==> src/rtl/share_splitter_pkg.sv <==
// Shared types and derived constants for the Boolean share splitter.
// Imported by the splitter top and its interface users.
package share_splitter_pkg;

    typedef enum logic [1:0] {
        IDLE,
        COLLECT,
        MASK,
        OUT
    } state_t;

    // Number of PRNG beats needed to fill the SHARES-1 random words.
    function automatic int unsigned beats_f(input int unsigned shares,
                                            input int unsigned width,
                                            input int unsigned rnd_w);
        return ((shares - 1) * width) / rnd_w;
    endfunction

    function automatic int unsigned cnt_w_f(input int unsigned beats);
        return (beats < 1) ? 1 : $clog2(beats + 1);
    endfunction

    function automatic bit cfg_legal(input int unsigned shares,
                                     input int unsigned width,
                                     input int unsigned rnd_w);
        return (shares >= 2) && (width >= 1) && (rnd_w >= 1) &&
               ((((shares - 1) * width) % rnd_w) == 0);
    endfunction

endpackage

==> src/rtl/share_splitter_if.sv <==
// Handshake bundle of the share splitter: unmasked word in, PRNG beats in,
// masked shares out. The splitter itself uses the slave modport.
interface share_splitter_if #(
    parameter int unsigned WIDTH  = 64,
    parameter int unsigned SHARES = 3,
    parameter int unsigned RND_W  = 16
);
    logic [WIDTH-1:0]        in_data;
    logic                    in_valid;
    logic                    in_ready;
    logic [RND_W-1:0]        rnd;
    logic                    rnd_valid;
    logic                    rnd_ready;
    logic [SHARES*WIDTH-1:0] out_shares;
    logic                    out_valid;
    logic                    out_ready;

    modport master (
        output in_data, in_valid, rnd, rnd_valid, out_ready,
        input  in_ready, rnd_ready, out_shares, out_valid
    );

    modport slave (
        input  in_data, in_valid, rnd, rnd_valid, out_ready,
        output in_ready, rnd_ready, out_shares, out_valid
    );
endinterface

==> src/rtl/share_splitter_xor_fold.sv <==
// Bitwise XOR of N packed WIDTH-bit words. Purely combinational; callers
// must only sample its result into a register.
module share_xor_fold #(
    parameter int unsigned WIDTH = 64,
    parameter int unsigned N     = 3
) (
    input  logic [N*WIDTH-1:0] words,
    output logic [WIDTH-1:0]   fold
);
    always_comb begin
        fold = '0;
        for (int unsigned i = 0; i < N; i++) begin
            fold = fold ^ words[i*WIDTH +: WIDTH];
        end
    end
endmodule

==> src/rtl/share_splitter.sv <==
// Masking encoder: splits one unmasked word into SHARES Boolean shares using
// fresh PRNG beats; every output is driven straight from a register.
module share_splitter
    import share_splitter_pkg::*;
#(
    parameter int unsigned WIDTH  = 64,
    parameter int unsigned SHARES = 3,
    parameter int unsigned RND_W  = 16
) (
    input logic            clk,
    input logic            rst,
    share_splitter_if.slave bus
);
    localparam int unsigned BEATS = beats_f(SHARES, WIDTH, RND_W);
    localparam int unsigned CNT_W = cnt_w_f(BEATS);
    localparam int unsigned RND_BITS = (SHARES - 1) * WIDTH;
    localparam logic [CNT_W-1:0] LAST_CNT = CNT_W'(BEATS - 1);

    generate
        if (!cfg_legal(SHARES, WIDTH, RND_W)) begin : g_cfg_check
            $error("share_splitter: SHARES must be >= 2 and (SHARES-1)*WIDTH a multiple of RND_W");
        end
    endgenerate

    state_t                  state_q;
    state_t                  state_d;
    logic [CNT_W-1:0]        cnt_q;
    logic [WIDTH-1:0]        data_r;
    logic [RND_BITS-1:0]     rnd_buf;
    logic [SHARES*WIDTH-1:0] out_shares_q;
    logic                    in_ready_q;
    logic                    rnd_ready_q;
    logic                    out_valid_q;
    logic                    in_ready_d;
    logic                    rnd_ready_d;
    logic                    out_valid_d;
    logic [WIDTH-1:0]        fold_out;

    logic in_fire;
    logic rnd_fire;
    logic last_beat;
    logic out_fire;

    assign in_fire   = (state_q == IDLE) && in_ready_q && bus.in_valid;
    assign rnd_fire  = (state_q == COLLECT) && rnd_ready_q && bus.rnd_valid;
    assign last_beat = rnd_fire && (cnt_q == LAST_CNT);
    assign out_fire  = (state_q == OUT) && out_valid_q && bus.out_ready;

    // Fold operands are the latched word and random words, both registers.
    share_xor_fold #(
        .WIDTH (WIDTH),
        .N     (SHARES)
    ) u_fold (
        .words ({rnd_buf, data_r}),
        .fold  (fold_out)
    );

    always_ff @(posedge clk) begin
        if (rst) begin
            state_q <= IDLE;
        end else begin
            state_q <= state_d;
        end
    end

    // Handshake outputs are registered from the next state, so they are
    // already valid in the first cycle of each state.
    always_comb begin
        state_d     = state_q;
        in_ready_d  = 1'b0;
        rnd_ready_d = 1'b0;
        out_valid_d = 1'b0;
        unique case (state_q)
            IDLE: begin
                if (in_fire) state_d = COLLECT;
            end
            COLLECT: begin
                if (last_beat) state_d = MASK;
            end
            MASK: begin
                state_d = OUT;
            end
            OUT: begin
                if (out_fire) state_d = IDLE;
            end
            default: begin
                state_d = IDLE;
            end
        endcase
        in_ready_d  = (state_d == IDLE);
        rnd_ready_d = (state_d == COLLECT);
        out_valid_d = (state_d == OUT);
    end

    always_ff @(posedge clk) begin
        if (rst) begin
            in_ready_q  <= 1'b0;
            rnd_ready_q <= 1'b0;
            out_valid_q <= 1'b0;
        end else begin
            in_ready_q  <= in_ready_d;
            rnd_ready_q <= rnd_ready_d;
            out_valid_q <= out_valid_d;
        end
    end

    always_ff @(posedge clk) begin
        if (rst) begin
            cnt_q        <= '0;
            data_r       <= '0;
            rnd_buf      <= '0;
            out_shares_q <= '0;
        end else begin
            if (in_fire) begin
                data_r <= bus.in_data;
                cnt_q  <= '0;
            end
            if (rnd_fire) begin
                for (int unsigned b = 0; b < BEATS; b++) begin
                    if (cnt_q == CNT_W'(b)) begin
                        rnd_buf[b*RND_W +: RND_W] <= bus.rnd;
                    end
                end
                cnt_q <= cnt_q + 1'b1;
            end
            if (state_q == MASK) begin
                out_shares_q <= {fold_out, rnd_buf};
            end
            if (out_fire) begin
                out_shares_q <= '0;
                data_r       <= '0;
                rnd_buf      <= '0;
            end
        end
    end

    assign bus.in_ready   = in_ready_q;
    assign bus.rnd_ready  = rnd_ready_q;
    assign bus.out_valid  = out_valid_q;
    assign bus.out_shares = out_shares_q;

endmodule

==> src/flat_wrapper.sv <==
// flat-port wrapper written by rule: the top's interface ports become plain ports
module share_splitter_flat import share_splitter_pkg::*;
#(
    parameter int unsigned WIDTH  = 64,
    parameter int unsigned SHARES = 3,
    parameter int unsigned RND_W  = 16
)
  (clk, rst, bus_in_data, bus_in_valid, bus_rnd, bus_rnd_valid, bus_out_ready, bus_in_ready, bus_rnd_ready, bus_out_shares, bus_out_valid);
  share_splitter_if #(.WIDTH(WIDTH), .SHARES(SHARES), .RND_W(RND_W)) bus_i ();
  input logic clk;
  input logic rst;
  input wire logic [$bits(bus_i.in_data)-1:0] bus_in_data;
  input wire logic [$bits(bus_i.in_valid)-1:0] bus_in_valid;
  input wire logic [$bits(bus_i.rnd)-1:0] bus_rnd;
  input wire logic [$bits(bus_i.rnd_valid)-1:0] bus_rnd_valid;
  input wire logic [$bits(bus_i.out_ready)-1:0] bus_out_ready;
  output wire logic [$bits(bus_i.in_ready)-1:0] bus_in_ready;
  output wire logic [$bits(bus_i.rnd_ready)-1:0] bus_rnd_ready;
  output wire logic [$bits(bus_i.out_shares)-1:0] bus_out_shares;
  output wire logic [$bits(bus_i.out_valid)-1:0] bus_out_valid;
  assign bus_i.in_data = bus_in_data;
  assign bus_i.in_valid = bus_in_valid;
  assign bus_i.rnd = bus_rnd;
  assign bus_i.rnd_valid = bus_rnd_valid;
  assign bus_i.out_ready = bus_out_ready;
  assign bus_in_ready = bus_i.in_ready;
  assign bus_rnd_ready = bus_i.rnd_ready;
  assign bus_out_shares = bus_i.out_shares;
  assign bus_out_valid = bus_i.out_valid;
  share_splitter #(.WIDTH(WIDTH), .SHARES(SHARES), .RND_W(RND_W)) u_core (.clk(clk), .rst(rst), .bus(bus_i));
endmodule
==> config.mk <==
export PLATFORM = sky130hd
export DESIGN_NAME = share_splitter_flat
export DESIGN_NICKNAME = d
export VERILOG_FILES = /design/src/rtl/share_splitter_pkg.sv /design/src/rtl/share_splitter_if.sv /design/src/rtl/share_splitter_xor_fold.sv /design/src/rtl/share_splitter.sv /design/src/flat_wrapper.sv
export SDC_FILE = /design/constraint.sdc
export NUM_CORES = 1
export LEC_CHECK = 0
export BUFFER_PORTS_ARGS = -buffer_cell sky130_fd_sc_hd__buf_2
export CORE_UTILIZATION = 62
export CTS_BUF_LIST = sky130_fd_sc_hd__clkbuf_4 sky130_fd_sc_hd__clkbuf_8
export DETAILED_ROUTE_END_ITERATION = 10
export HOLD_SLACK_MARGIN = 0.1
export PLACE_DENSITY_LB_ADDON = 0.12
export SKIP_LAST_GASP = 1
export SYNTH_ARGS = -nofsm -noshare
export SYNTH_HDL_FRONTEND = slang
export SYNTH_SLANG_ARGS = --single-unit
==> constraint.sdc <==
create_clock -name clk -period 2.4 [get_ports clk]
set_input_delay 0.12 -clock clk [delete_from_list [all_inputs] [get_ports clk]]
set_output_delay 0.12 -clock clk [all_outputs]
set_load 0.01 [all_outputs]
Yosys cells after proc, flatten, opt, wreduce, memory -nomap -nowiden

Index checks and enable logic that the tools add are counted.
W data, S select, Z words.

Latch bits: 0
Memories kept: 0
Input bits: 85
Memory bits (writable): 0
ROM bits: 0
Register bits: 393

Divide/modulo/power cells: 0
Multiply operators: 0
Mux-type cells: 6
Eq/ne operators: 12
$lt $le $gt $ge: 0
$add $sub $neg: 1
Reductions and logical operators: 20
Bitwise operators: 2
Shift-type cells: 0

Operator list:

| kind                  | number |
|---|---|
| $xor A64 B64 Y64      | 2 |
| $eq A4 B3 Y1 const B  | 4 |
| $reduce_and A2 Y1     | 8 |
| $eq A4 B2 Y1 const B  | 2 |
| $mux W4               | 2 |
| $pmux W2 S4           | 1 |
| $logic_and A1 B1 Y1   | 7 |
| $eq A2 B2 Y1 const B  | 3 |
| $mux W2               | 3 |
| $add A4 B1 Y4 const B | 1 |
| $eq A2 B1 Y1 const B  | 2 |
| $eq A4 B1 Y1 const B  | 1 |
| $logic_not A2 Y1      | 2 |
| $logic_not A4 Y1      | 1 |
| $reduce_bool A2 Y1    | 1 |
| $reduce_or A2 Y1      | 1 |

Logic depth before layout (Yosys ltp)

Depth after elaboration: 7
Gate-level depth with buffers: 7
Mapped depth without buffers: 5

Hierarchy

Synthesis repeated with hierarchy kept, for this count alone.

Cells, all modules: 1762
Area total of the unflattened synthesis: 15875.2 um2

By module, submodules not included:

| module         | area an instance (um2) | cells each | instances | sequential area each (um2) |
|---|---|---|---|---|
| share_splitter | 14353.8                | 1698       | 1         | 7867.5 |
| share_xor_fold | 1521.5                 | 64         | 1         | 0.0 |

Least setup slack after synthesis

No wires, ideal clock.

Path type: register to register
Start: reg u_core.cnt_q[0]
End: reg u_core.rnd_buf[101]
Clock period less this slack: 1580 ps
Path buffers: 2
Cell stages (with the launch flop): 8
Arrival: 1510 ps
Path slack: 820 ps
Path through: dfxtp_1 > inv_1 > ha_1 > and3b_1 > clkbuf_1 > clkbuf_1 > nand3_1 > a21oi_1

Word-level cells in the longest chain between the ends: 2

Ends and longest elaborated chain:

| element                            | RTL line              | text |
|---|---|---|
| start, declared                    | share_splitter.sv:27  | `logic [CNT_W-1:0] cnt_q;` |
| start signal, assigned             | share_splitter.sv:124 | `cnt_q <= cnt_q + 1'b1;` |
| $eq A4 B3 Y1                       | share_splitter.sv:120 | `if (cnt_q == CNT_W'(b)) begin` |
| $reduce_and A2 Y1 (no source line) | --                    |  |
| end signal, assigned by index      | share_splitter.sv:121 | `rnd_buf[b*RND_W +: RND_W] <= bus.rnd;` |
| end, declared                      | share_splitter.sv:29  | `logic [RND_BITS-1:0] rnd_buf;` |

No other way between the ends.
A chain may end at the register's enable or synchronous reset.

Worst setup path in the final report

Start: reg u_core.state_q[0]
End: reg u_core.data_r[47]

Word-level cells in the longest chain between the ends: 4

Ends and longest elaborated chain:

| element                           | RTL line              | text |
|---|---|---|
| start, declared                   | share_splitter.sv:25  | `state_t state_q;` |
| start signal, assigned            | share_splitter.sv:62  | `state_q <= state_d;` |
| $eq A2 B2 Y1                      | share_splitter.sv:47  | `assign out_fire = (state_q == OUT) && out_valid_q && bus.out_ready;` |
| $logic_and A1 B1 Y1 (2 in a row)  | share_splitter.sv:47  |  |
| $reduce_or A2 Y1 (no source line) | --                    |  |
| end signal, assigned              | share_splitter.sv:115 | `data_r <= bus.in_data;` |
| end, declared                     | share_splitter.sv:28  | `logic [WIDTH-1:0] data_r;` |

Parallel ways exist; a longest one is shown, timed or not.

==> impl_results.md <==
- Post-DP HPWL: 28400 um
- Final hold vios: 0
- Startpoint Class: flip-flop
- Unique masters post-synth: 35
- Largest net degree at the start of global routing: 90
- N_diodes: 0
- Power per cell area: 680 nW/um^2
- Hold WS: 0.197 ns
- Top cell type's share of synthesized area: 50.6%
- Grt ovf: 0
- Die Width: 160 um
- Worst Max-Slew Pin Slew: 0.698 ns
- IO Count: 280
- CTS tree: yes
- Hold Crit Class: primary input to flip-flop
- First-pass GRT wire length: 70600 um
- Buffers and inverters on the worst path: 4
- Critical R2R Launch: u_core.state_q[0]
- Crit-path max FO: 40
- CP required: 2.87 ns
- Final min period: 2.17 ns
- TritonCTS buffer count: 59
- Routability cong.: 0.913
- Die area: 25700 sq um
- Antenna-violating nets left: 0
- Status: complete, no violations
- Area grow syn2layout: 24.2%
- Layout Nets: 2231
- Vias in the first global route: 13.5k
- Hold Path Depth: 4
- Drc violations: 0
- Critical-path top delay cell: dlygate4sd3_1
- H-tree levels: 2
- Syn nets: 1923
- Max Slew Vio Count: 0
- Maximum clock rate: 462 MHz
- Total number of vias: 14.6k
- 1st-iter DRT viols: 1458
- Initial Utilization: 63.6%
- Yosys reg bits: 393
- Post-DR wirelength/cell: 18.1 um
- Setup slack, reg-to-reg: 0.23 ns
- Routed wire length: 45500 um
- CP Class: flip-flop to flip-flop
- Total GRT Usage: 34.3%
- Clock slew at reported path FFs: 0.06 ns
- Max-slew headroom: 53.4%
- Max cap viols: 0
- Clk_lat worst skew: 0.59 ns
- Worst Reg-to-Reg Cells: 7
- Post-Syn Instances: 1834
- Initial antenna violation count: 0
- Drt via density: 5.80
- Post-route cell area: 19300 sq um
- Final setup viols: 0
- CP Data Arrival Time: 2.63 ns
- VDD IR max: 0.526 mV
- Critical path endpoint category: flip-flop
- DP Area: 17200 sq um
- Sequence of cells on the critical path: nand4_4, buf_4, nand2b_4, buf_12, buf_12, a21oi_1, dlygate4sd3_1
- RSZ-0062 raised after global routing: false
- Largest stage delay on the critical path: 0.54 ns
- Die Y-Extent: 160 um
- Share of post-route cells with drive strength above 1: 20.1%
- Clock Sink Count: 393
- Final TNS setup: 0 ns
- Final worst path period share: 90.2%
- Clk_skew: 0.0106 ns
- Avg Cell Area, Syn: 8.48 sq um
- Most frequent CP cell: buf_12
- Hold Path Origin: bus_rnd_valid
- Core area: 24500 sq um
- Leak: 7.41 nW
- Yosys warnings: 0
- Cell taking the most area after synthesis: dfxtp_1
- Reg2reg end: u_core.data_r[47]
- Post-synthesis sequential area ratio: 50.6%
- Num rows: 57
- Synth area leaders: dfxtp_1 (51%), nand2_1 (11%), a21oi_1 (8.4%)
- Port-buffer cells: 279
- Mapped Area: 15500 sq um
- Max Buffers Root-to-Sink: 3
- Root buf cell: clkbuf_8
- Detailed Routing Iterations Pass 1: 6
- Hold Crit Endpoint: u_core.cnt_q[1]
- CP top delay family: buffers and inverters
## per-layer routing
layer	track usage (%)	wire length, um
met3	7.31	3700
met1	43.7	18700
met4	18.2	2300
met2	54.8	20800
met5	0	0
## kinds of logic (layout without fill, tap and decap cells)
family,after synthesis,in the layout,share of synthesized area [%]
compound gates,396,396,13.4
xor+xnor,64,64,3.60
fa+ha+maj,4,4,0.322
buf+inv,157,514,4.74
flops,393,393,50.6
mux,64,64,4.12
simple gates,756,756,23.3
## layout by cell type (no fill, tap or decap), drive strengths merged, types with 2 or more instances in the layout
master	n
nand2	454
dfxtp	393
buf	317
a21oi	262
nand3	135
clkbuf	98
nand3b	84
dlygate4sd3	84
or3	66
o21ai	65
xnor2	64
a31oi	64
mux2i	64
clkinv	11
and3b	4
ha	4
inv	3
nand2b	2
o211ai	2
nor2b	2
and4b	2
## flip-flops by register name, indices dropped and copies added, names as in the netlist
name	flops
u_core.state_q	2
u_core.bus.rnd_ready	1
u_core.bus.out_shares	192
u_core.bus.out_valid	1
u_core.data_r	64
u_core.cnt_q	4
u_core.rnd_buf	128
u_core.bus.in_ready	1
## power breakdown
group,switching (mW),leakage [nW],internal (mW)
Combinational,0.360,3.52,0.267
Clock,2.53,0.715,3.35
Sequential,0.0486,3.17,6.58
## repair_timing
action | 4_1_cts | 5_1_grt
hold buffers | 84 | 0
gates resized for setup | 0 | 2
buffers inserted | 0 | 0
endpoints found under the hold margin | 141 | 0
setup endpoints to repair | 0 | 1
## how the worst max path moves through the flow
stage | from | to | slack, ns | cells past startpoint
final | u_core.state_q[0] | u_core.data_r[47] | 0.23 | 7
after global routing | u_core.bus.in_ready | u_core.data_r[47] | 0.17 | 5
after CTS | u_core.state_q[0] | u_core.data_r[47] | 0.1 | 7
after detailed placement | u_core.state_q[1] | u_core.bus.out_valid | 0.39 | 4
after global placement | u_core.state_q[1] | u_core.bus.out_valid | 0.46 | 4
after floorplan | u_core.cnt_q[0] | u_core.rnd_buf[101] | 0.82 | 7
## through the flow
stage	instances	power, mW	utilization (%)	setup WS, ns
finish	2515	13.1	79.0	0.235
global route	2515	13.5	79.0	0.171
CTS	2515	13.2	79.0	0.0980
detailed placement	2321	7.27	70.1	0.391
global placement	2321	7.27	70.1	0.463
floorplan	1834	7.03	-	0.820
## cells in the mapped netlist
| master | n |
|---|---|
| nand3_4 | 3 |
| and4b_1 | 2 |
| nand2b_1 | 1 |
| a2bb2oi_1 | 1 |
| buf_4 | 6 |
| nand4_2 | 1 |
| buf_6 | 4 |
| and4bb_2 | 1 |
| or3_1 | 66 |
| nand4bb_1 | 1 |
| a21oi_1 | 262 |
| o211ai_1 | 2 |
| nor2_2 | 1 |
| and3b_1 | 4 |
| clkbuf_1 | 61 |
| buf_1 | 7 |
| o21ai_1 | 12 |
| a31oi_1 | 64 |
| o21ai_0 | 53 |
| buf_2 | 76 |
| and3_1 | 1 |
| nand3_1 | 132 |
| inv_1 | 3 |
| dfxtp_1 | 393 |
| a211o_1 | 1 |
| mux2i_1 | 64 |
| nand4b_1 | 1 |
| nand2_1 | 454 |
| xnor2_1 | 64 |
| a221oi_1 | 1 |
| nand3b_1 | 84 |
| nor4bb_1 | 1 |
| nor2b_1 | 2 |
| ha_1 | 4 |
| nand2b_4 | 1 |
## final cells by class
cell class,count,area (sq um)
Clock buffer,98,1240
Clock inverter,12,85.1
Fill cell,1683,5140
Inverter,3,11.3
Multi-Input combinational cell,1284,7000
Sequential cell,393,7870
Tap cell,324,405
Timing Repair Buffer,401,2710
## worst register-to-register path, cell delays in order (launching register included)
cell and delay, ns:
dfxtp_2 0.50, nand4_4 0.15, buf_4 0.24, nand2b_4 0.12, buf_12 0.22, buf_12 0.22, a21oi_1 0.05, dlygate4sd3_1 0.54
(Power assumes the default switching activity.)
